[src/rtl/bcd_serial_subtractor_ctrl_if.sv]
// Start/done handshake bundle for the digit-serial BCD subtractor.
// Host side (master): start, a, b out; busy, done, result, neg, err in.
interface bcd_serial_subtractor_ctrl_if #(
    parameter int NDIG = 4
);
    logic                start;
    logic [4*NDIG-1:0]   a;
    logic [4*NDIG-1:0]   b;
    logic                busy;
    logic                done;
    logic [4*NDIG-1:0]   result;
    logic                neg;
    logic                err;

    modport master (
        output start, a, b,
        input  busy, done, result, neg, err
    );

    modport slave (
        input  start, a, b,
        output busy, done, result, neg, err
    );
endinterface

[src/rtl/bcd_serial_subtractor_ctrl.sv]
// Digit-serial BCD |A-B| sequencer: one digit per clock, LSD first.
// Ports: clk, rst_n (sync, active-low), bus (slave side of handshake/data).
module bcd_serial_subtractor_ctrl #(
    parameter int NDIG = 4
) (
    input  logic                      clk,
    input  logic                      rst_n,
    bcd_serial_subtractor_ctrl_if.slave bus
);
    localparam int W  = 4 * NDIG;
    localparam int IW = (NDIG > 1) ? $clog2(NDIG) : 1;
    localparam logic [IW-1:0] LAST = IW'(NDIG - 1);

    typedef enum logic [1:0] {IDLE, SUB, FIX, DONE} state_e;

    state_e         state_q, state_d;
    logic [W-1:0]   a_q, a_d;
    logic [W-1:0]   b_q, b_d;
    logic [W-1:0]   r_q, r_d;
    logic [IW-1:0]  idx_q, idx_d;
    logic           carry_q, carry_d;
    logic           neg_q, neg_d;
    logic           err_q, err_d;

    logic [3:0]     cin;
    logic [3:0]     comp;
    logic [3:0]     addend;
    logic [4:0]     sum;
    logic [3:0]     dig;
    logic           cout;

    function automatic logic has_bad_digit(input logic [W-1:0] v);
        logic bad;
        bad = 1'b0;
        for (int i = 0; i < NDIG; i++) begin
            if (v[4*i +: 4] > 4'd9) bad = 1'b1;
        end
        return bad;
    endfunction

    // Shared 9's-complement cell plus BCD digit adder. The cell input
    // is chosen by state alone: b_i while subtracting, r_i while
    // re-complementing (where the minuend term is zero).
    always_comb begin
        cin    = (state_q == FIX) ? r_q[int'(idx_q)*4 +: 4]
                                  : b_q[int'(idx_q)*4 +: 4];
        comp   = 4'd9 - cin;
        addend = (state_q == SUB) ? a_q[int'(idx_q)*4 +: 4] : 4'd0;
        sum    = {1'b0, addend} + {1'b0, comp} + {4'd0, carry_q};
        cout   = (sum > 5'd9);
        dig    = cout ? 4'(sum - 5'd10) : sum[3:0];
    end

    always_comb begin
        state_d = state_q;
        a_d     = a_q;
        b_d     = b_q;
        r_d     = r_q;
        idx_d   = idx_q;
        carry_d = carry_q;
        neg_d   = neg_q;
        err_d   = err_q;
        unique case (state_q)
            IDLE: begin
                if (bus.start) begin
                    a_d     = bus.a;
                    b_d     = bus.b;
                    r_d     = '0;
                    idx_d   = '0;
                    carry_d = 1'b1;
                    neg_d   = 1'b0;
                    if (has_bad_digit(bus.a) || has_bad_digit(bus.b)) begin
                        err_d   = 1'b1;
                        state_d = DONE;
                    end else begin
                        err_d   = 1'b0;
                        state_d = SUB;
                    end
                end
            end
            SUB: begin
                r_d[int'(idx_q)*4 +: 4] = dig;
                carry_d = cout;
                if (idx_q == LAST) begin
                    idx_d = '0;
                    if (cout) begin
                        neg_d   = 1'b0;
                        state_d = DONE;
                    end else begin
                        // No final carry: stored sum is 10^N - |A-B|.
                        neg_d   = 1'b1;
                        carry_d = 1'b1;
                        state_d = FIX;
                    end
                end else begin
                    idx_d = idx_q + 1'b1;
                end
            end
            FIX: begin
                r_d[int'(idx_q)*4 +: 4] = dig;
                carry_d = cout;
                if (idx_q == LAST) begin
                    idx_d   = '0;
                    state_d = DONE;
                end else begin
                    idx_d = idx_q + 1'b1;
                end
            end
            DONE: begin
                state_d = IDLE;
            end
            default: begin
                state_d = IDLE;
            end
        endcase
    end

    always_ff @(posedge clk) begin
        if (!rst_n) begin
            state_q <= IDLE;
            a_q     <= '0;
            b_q     <= '0;
            r_q     <= '0;
            idx_q   <= '0;
            carry_q <= 1'b0;
            neg_q   <= 1'b0;
            err_q   <= 1'b0;
        end else begin
            state_q <= state_d;
            a_q     <= a_d;
            b_q     <= b_d;
            r_q     <= r_d;
            idx_q   <= idx_d;
            carry_q <= carry_d;
            neg_q   <= neg_d;
            err_q   <= err_d;
        end
    end

    assign bus.busy   = (state_q != IDLE);
    assign bus.done   = (state_q == DONE);
    assign bus.result = r_q;
    assign bus.neg    = neg_q;
    assign bus.err    = err_q;
endmodule

[src/flat_wrapper.sv]
// flat-port wrapper written by rule: the top's interface ports become plain ports
module bcd_serial_subtractor_ctrl_flat 
#(
    parameter int NDIG = 4
)
  (clk, rst_n, bus_start, bus_a, bus_b, bus_busy, bus_done, bus_result, bus_neg, bus_err);
  bcd_serial_subtractor_ctrl_if #(.NDIG(NDIG)) bus_i ();
  input  logic clk;
  input  logic rst_n;
  input wire logic [$bits(bus_i.start)-1:0] bus_start;
  input wire logic [$bits(bus_i.a)-1:0] bus_a;
  input wire logic [$bits(bus_i.b)-1:0] bus_b;
  output wire logic [$bits(bus_i.busy)-1:0] bus_busy;
  output wire logic [$bits(bus_i.done)-1:0] bus_done;
  output wire logic [$bits(bus_i.result)-1:0] bus_result;
  output wire logic [$bits(bus_i.neg)-1:0] bus_neg;
  output wire logic [$bits(bus_i.err)-1:0] bus_err;
  assign bus_i.start = bus_start;
  assign bus_i.a = bus_a;
  assign bus_i.b = bus_b;
  assign bus_busy = bus_i.busy;
  assign bus_done = bus_i.done;
  assign bus_result = bus_i.result;
  assign bus_neg = bus_i.neg;
  assign bus_err = bus_i.err;
  bcd_serial_subtractor_ctrl #(.NDIG(NDIG)) u_core (.clk(clk), .rst_n(rst_n), .bus(bus_i));
endmodule
[config.mk]
export PLATFORM = sky130hd
export DESIGN_NAME = bcd_serial_subtractor_ctrl_flat
export DESIGN_NICKNAME = d
export VERILOG_FILES = /design/src/rtl/bcd_serial_subtractor_ctrl_if.sv /design/src/rtl/bcd_serial_subtractor_ctrl.sv /design/src/flat_wrapper.sv
export SDC_FILE = /design/constraint.sdc
export NUM_CORES = 1
export LEC_CHECK = 0
export ABC_AREA = 1
export CORE_MARGIN = 2
export CORE_UTILIZATION = 47
export DETAILED_ROUTE_END_ITERATION = 10
export GPL_ROUTABILITY_DRIVEN = 0
export PLACE_DENSITY_LB_ADDON = 0.2
export SLEW_MARGIN = 15
export SYNTH_ARGS = -nofsm -noshare
export SYNTH_HDL_FRONTEND = slang
export SYNTH_SLANG_ARGS = --single-unit
[constraint.sdc]
create_clock -name clk -period 3.35 [get_ports clk]
set_input_delay 0.335 -clock clk [delete_from_list [all_inputs] [get_ports clk]]
set_output_delay 0.335 -clock clk [all_outputs]
set_load 0.01 [all_outputs]
==> summary.md <==
| Metric | Value |
|---|---|
| Data required, critical path | `3600 ps` |
| Buf/Inv on CP | `4` |
| Fin crit share | `94.8%` |
| Latest clock arrival within the worst-skew pair | `310 ps` |
| H-tree Lvls | `2` |
| Clk root buf | `clkbuf_8` |
| Sequential Power Share | `23.0%` |
| Die Area | `7070 µm²` |
| Hold path cells | `2` |
| Diode count | `0` |
| Core footprint | `6280 µm²` |
| Leak | `1.60 nW` |
| Max Transition Viols Final | `0` |
| TritonCTS clock tree | `yes` |
| Initial antenna violation count | `0` |
| Switch share | `49.0%` |
| Final instance area | `3810 µm²` |
| # rows | `29` |
| # nets final | `540` |
| Min-Delay Startpoint | `u_core.a_q[8]$_SDFFE_PN0P_` |
| Post-synthesis sequential area ratio | `36.5%` |
| Post-DP HPWL | `6170 µm` |
| Worst setup margin | `173 ps` |
| Worst-margin pin slew | `482 ps` |
| Grt ovf | `0` |
| EDFF count, synth | `0` |
| Reg2reg setup slack | `170 ps` |
| Vias per Instance | `5.38` |
| Die X-Extent | `84.1 µm` |
| Reg clk slew, reported paths | `90 ps` |
| Vias in the first global route | `2842` |
| Die Span Y | `84.1 µm` |
| Crit Reg-Reg Startpoint | `u_core.state_q[0]$_SDFFE_PN0P_` |
| Crit Path Class | `reg2reg` |
| TritonCTS Buffers | `5` |
| CTS Buffer Depth | `2` |
| I/O pin count | `55` |
| Post-Syn Instances | `431` |
| Initial DRC count | `198` |
| Element type at the critical path end | `flop` |
| Critical path cell sequence | `inv_2 > ha_2 > buf_6 > a21oi_1 > a21oi_1 > a32o_2 > fa_2 > fa_2 > or2_1 > nand2_1 > inv_1 > ha_1 > inv_1 > nand2_2 > a21oi_2 > nand2_1 > a21oi_2` |
| Syn Area/Cell | `6.99 µm²` |
| Post-Syn Area | `3010 µm²` |
| Worst hold-check path type | `reg2reg` |
| Maximum vdd drop | `0.605 mV` |
| Drt total wl | `8030 µm` |
| Most common cell after layout, fill and taps aside | `nor2_1` |
| Critical Path Source Type | `flop` |
| Post-synth top flop | `dfxtp_1` |
| Internal Pwr Total | `2.00 mW` |
| Area delta synth->final | `26.3%` |
| Synth warnings | `0` |
| Layout cell share with drive strength beyond 1 | `10.4%` |
| Final setup viols | `0` |
| P_sw | `1.92 mW` |
| Max Freq | `315 MHz` |
| Routed Antenna Nets | `0` |
| Crit path DAT | `3430 ps` |
| Overall routing resource usage | `23.3%` |
| Clk sinks | `55` |
| Unique masters post-synth | `38` |
| Post-place setup slack | `7.62 ps` |
| Peak fanout along the critical path | `18` |
| Slew margin rel. | `67.6%` |
| Min Tclk post-route | `3180 ps` |
| Comb power frac | `65.8%` |
| P per Cell Area | `1030 nW/µm²` |
| Cells after DPL | `555` |
| CP max stage cell | `dfxtp_1` |
| RR Endpoint | `u_core.bus.result[10]$_SDFFE_PN0P_` |
| Syn Nets | `482` |
| Cell Area, Placed | `3660 µm²` |
| Status | `completed` |
| FF+latch count, synth | `55` |
| Reg2Reg Depth | `17` |
| IO Port Bufs | `54` |
| First-pass GRT wire length | `13200 µm` |
| Hold EP | `u_core.a_q[8]$_SDFFE_PN0P_` |
| Crit-path leading delay family | `adder cells` |
| DRC | `0` |
| Largest net degree at the start of global routing | `38` |
| Final cell count without fillers | `566` |
| Most frequent cells in the layout | `69 x nor2_1, 62 x o21ai_0, 62 x nand2_1, 55 x dfxtp_1, 54 x clkdlybuf4s50_1` |
| First drt pass iteration count | `5` |
| Clock power frac | `11.2%` |
| Max-cap violations | `0` |
| CP peak stage delay | `360 ps` |
| DR vias | `3046` |
| Post-synthesis async set-or-reset flop share | `0%` |
| Initial core utilization | `48.0%` |
| Final hold violation count | `0` |
| DR WL/cell | `14.2 µm` |
| Setup Skew | `8.16 ps` |
-- registers in the layout, indices dropped and copies added, names as in the netlist --
| register | count |
|---|---|
| u_core.bus.result | 16 |
| u_core.a_q | 16 |
| u_core.bus.err | 1 |
| u_core.state_q | 2 |
| u_core.bus.neg | 1 |
| u_core.b_q | 16 |
| u_core.carry_q | 1 |
| u_core.idx_q | 2 |
-- final cells by class --
cell class / instances / area, µm²
well taps: 77 / 96.3
fillers: 614 / 2470
repair buffers: 70 / 664
flip-flops and latches: 55 / 1100
clock buffers: 5 / 68.8
inverters: 47 / 176
clock inverters: 2 / 37.5
multi-input cells: 310 / 1660
-- cells by family after synthesis --
group | share of synthesized area [%]
buffers and inverters | 8.60
DFF | 36.5
AOI/OAI and AO/OA | 23.1
adders and majority gates | 7.14
xor gates and xnor gates | 0.291
and+or+nand+nor | 24.3
-- through the flow --
step	utilization [%]	total power, mW	hold WS, ps	TNS [ps]
5_1_grt	60.6	4.26	511	-20.8
3_3_place_gp	58.3	3.28	458	0
6_report	60.6	3.92	487	0
2_1_floorplan	-	2.73	449	0
4_1_cts	60.0	3.80	488	0
3_5_place_dp	58.3	3.34	465	0
-- synthesized netlist by cell type, types with 3 or more instances --
| cell | instances | share of area (%) |
|---|---|---|
| clkbuf_1 | 12 | 1.5 |
| nand3_1 | 15 | 2.5 |
| ha_1 | 14 | 5.8 |
| inv_1 | 41 | 5.1 |
| a21oi_2 | 4 | 1.2 |
| dfxtp_1 | 55 | 37 |
| nand2_2 | 4 | 0.83 |
| nor3_1 | 3 | 0.50 |
| a21oi_1 | 43 | 7.1 |
| inv_2 | 3 | 0.37 |
| buf_2 | 6 | 1.0 |
| nand4_1 | 5 | 1.0 |
| nor2_1 | 69 | 8.6 |
| clkinv_1 | 3 | 0.37 |
| o21ai_0 | 62 | 10 |
| nand2_1 | 62 | 7.7 |
| a32o_1 | 3 | 1.0 |
-- worst min-delay path, cell delays in order, from the launching register on --
cell and delay [ps]:
dfxtp_1 330, nor2_1 40, nor2_1 80
-- per-layer routing --
metal	part of all wire [%]	global-route usage (%)	vias up	wire length [µm]
met1	44	29.6	1383	3510
met3	5.5	4.75	17	444
li1	-	-	1534	-
met5	0	0	-	0
met2	48	39.0	112	3890
met4	2.4	8.21	0	190
-- how the worst max path moves through the flow --
stage                                   startpoint                                  to  slack, ps  cells after the start
finish              u_core.state_q[0]$_SDFFE_PN0P_  u_core.bus.result[10]$_SDFFE_PN0P_        170                     17
global route          u_core.idx_q[0]$_SDFFE_PN0P_   u_core.bus.result[5]$_SDFFE_PN0P_        -10                     18
CTS                 u_core.state_q[0]$_SDFFE_PN0P_  u_core.bus.result[10]$_SDFFE_PN0P_         50                     17
detailed placement  u_core.state_q[0]$_SDFFE_PN0P_  u_core.bus.result[10]$_SDFFE_PN0P_          8                     17
global placement    u_core.state_q[0]$_SDFFE_PN0P_  u_core.bus.result[14]$_SDFFE_PN0P_         40                     17
floorplan           u_core.state_q[0]$_SDFFE_PN0P_  u_core.bus.result[10]$_SDFFE_PN0P_         40                     18
-- timing repair --
action | in CTS | in global routing
pin swaps | 0 | 3
setup buffers | 0 | 4
gates resized for setup | 2 | 5
endpoints found under the setup margin | 3 | 12
hold buffers | 0 | 0
-- power by group through the flow --
stage / sequential, mW / clock (mW) / combinational [mW]
final: 0.901 / 0.440 / 2.58
after detailed placement: 0.912 / 0 / 2.42
after floorplan: 0.892 / 0 / 1.84
after global routing: 0.917 / 0.478 / 2.87
after CTS: 0.899 / 0.450 / 2.45
after global placement: 0.911 / 0 / 2.37
Note: power is estimated with default switching activity, not from simulation.
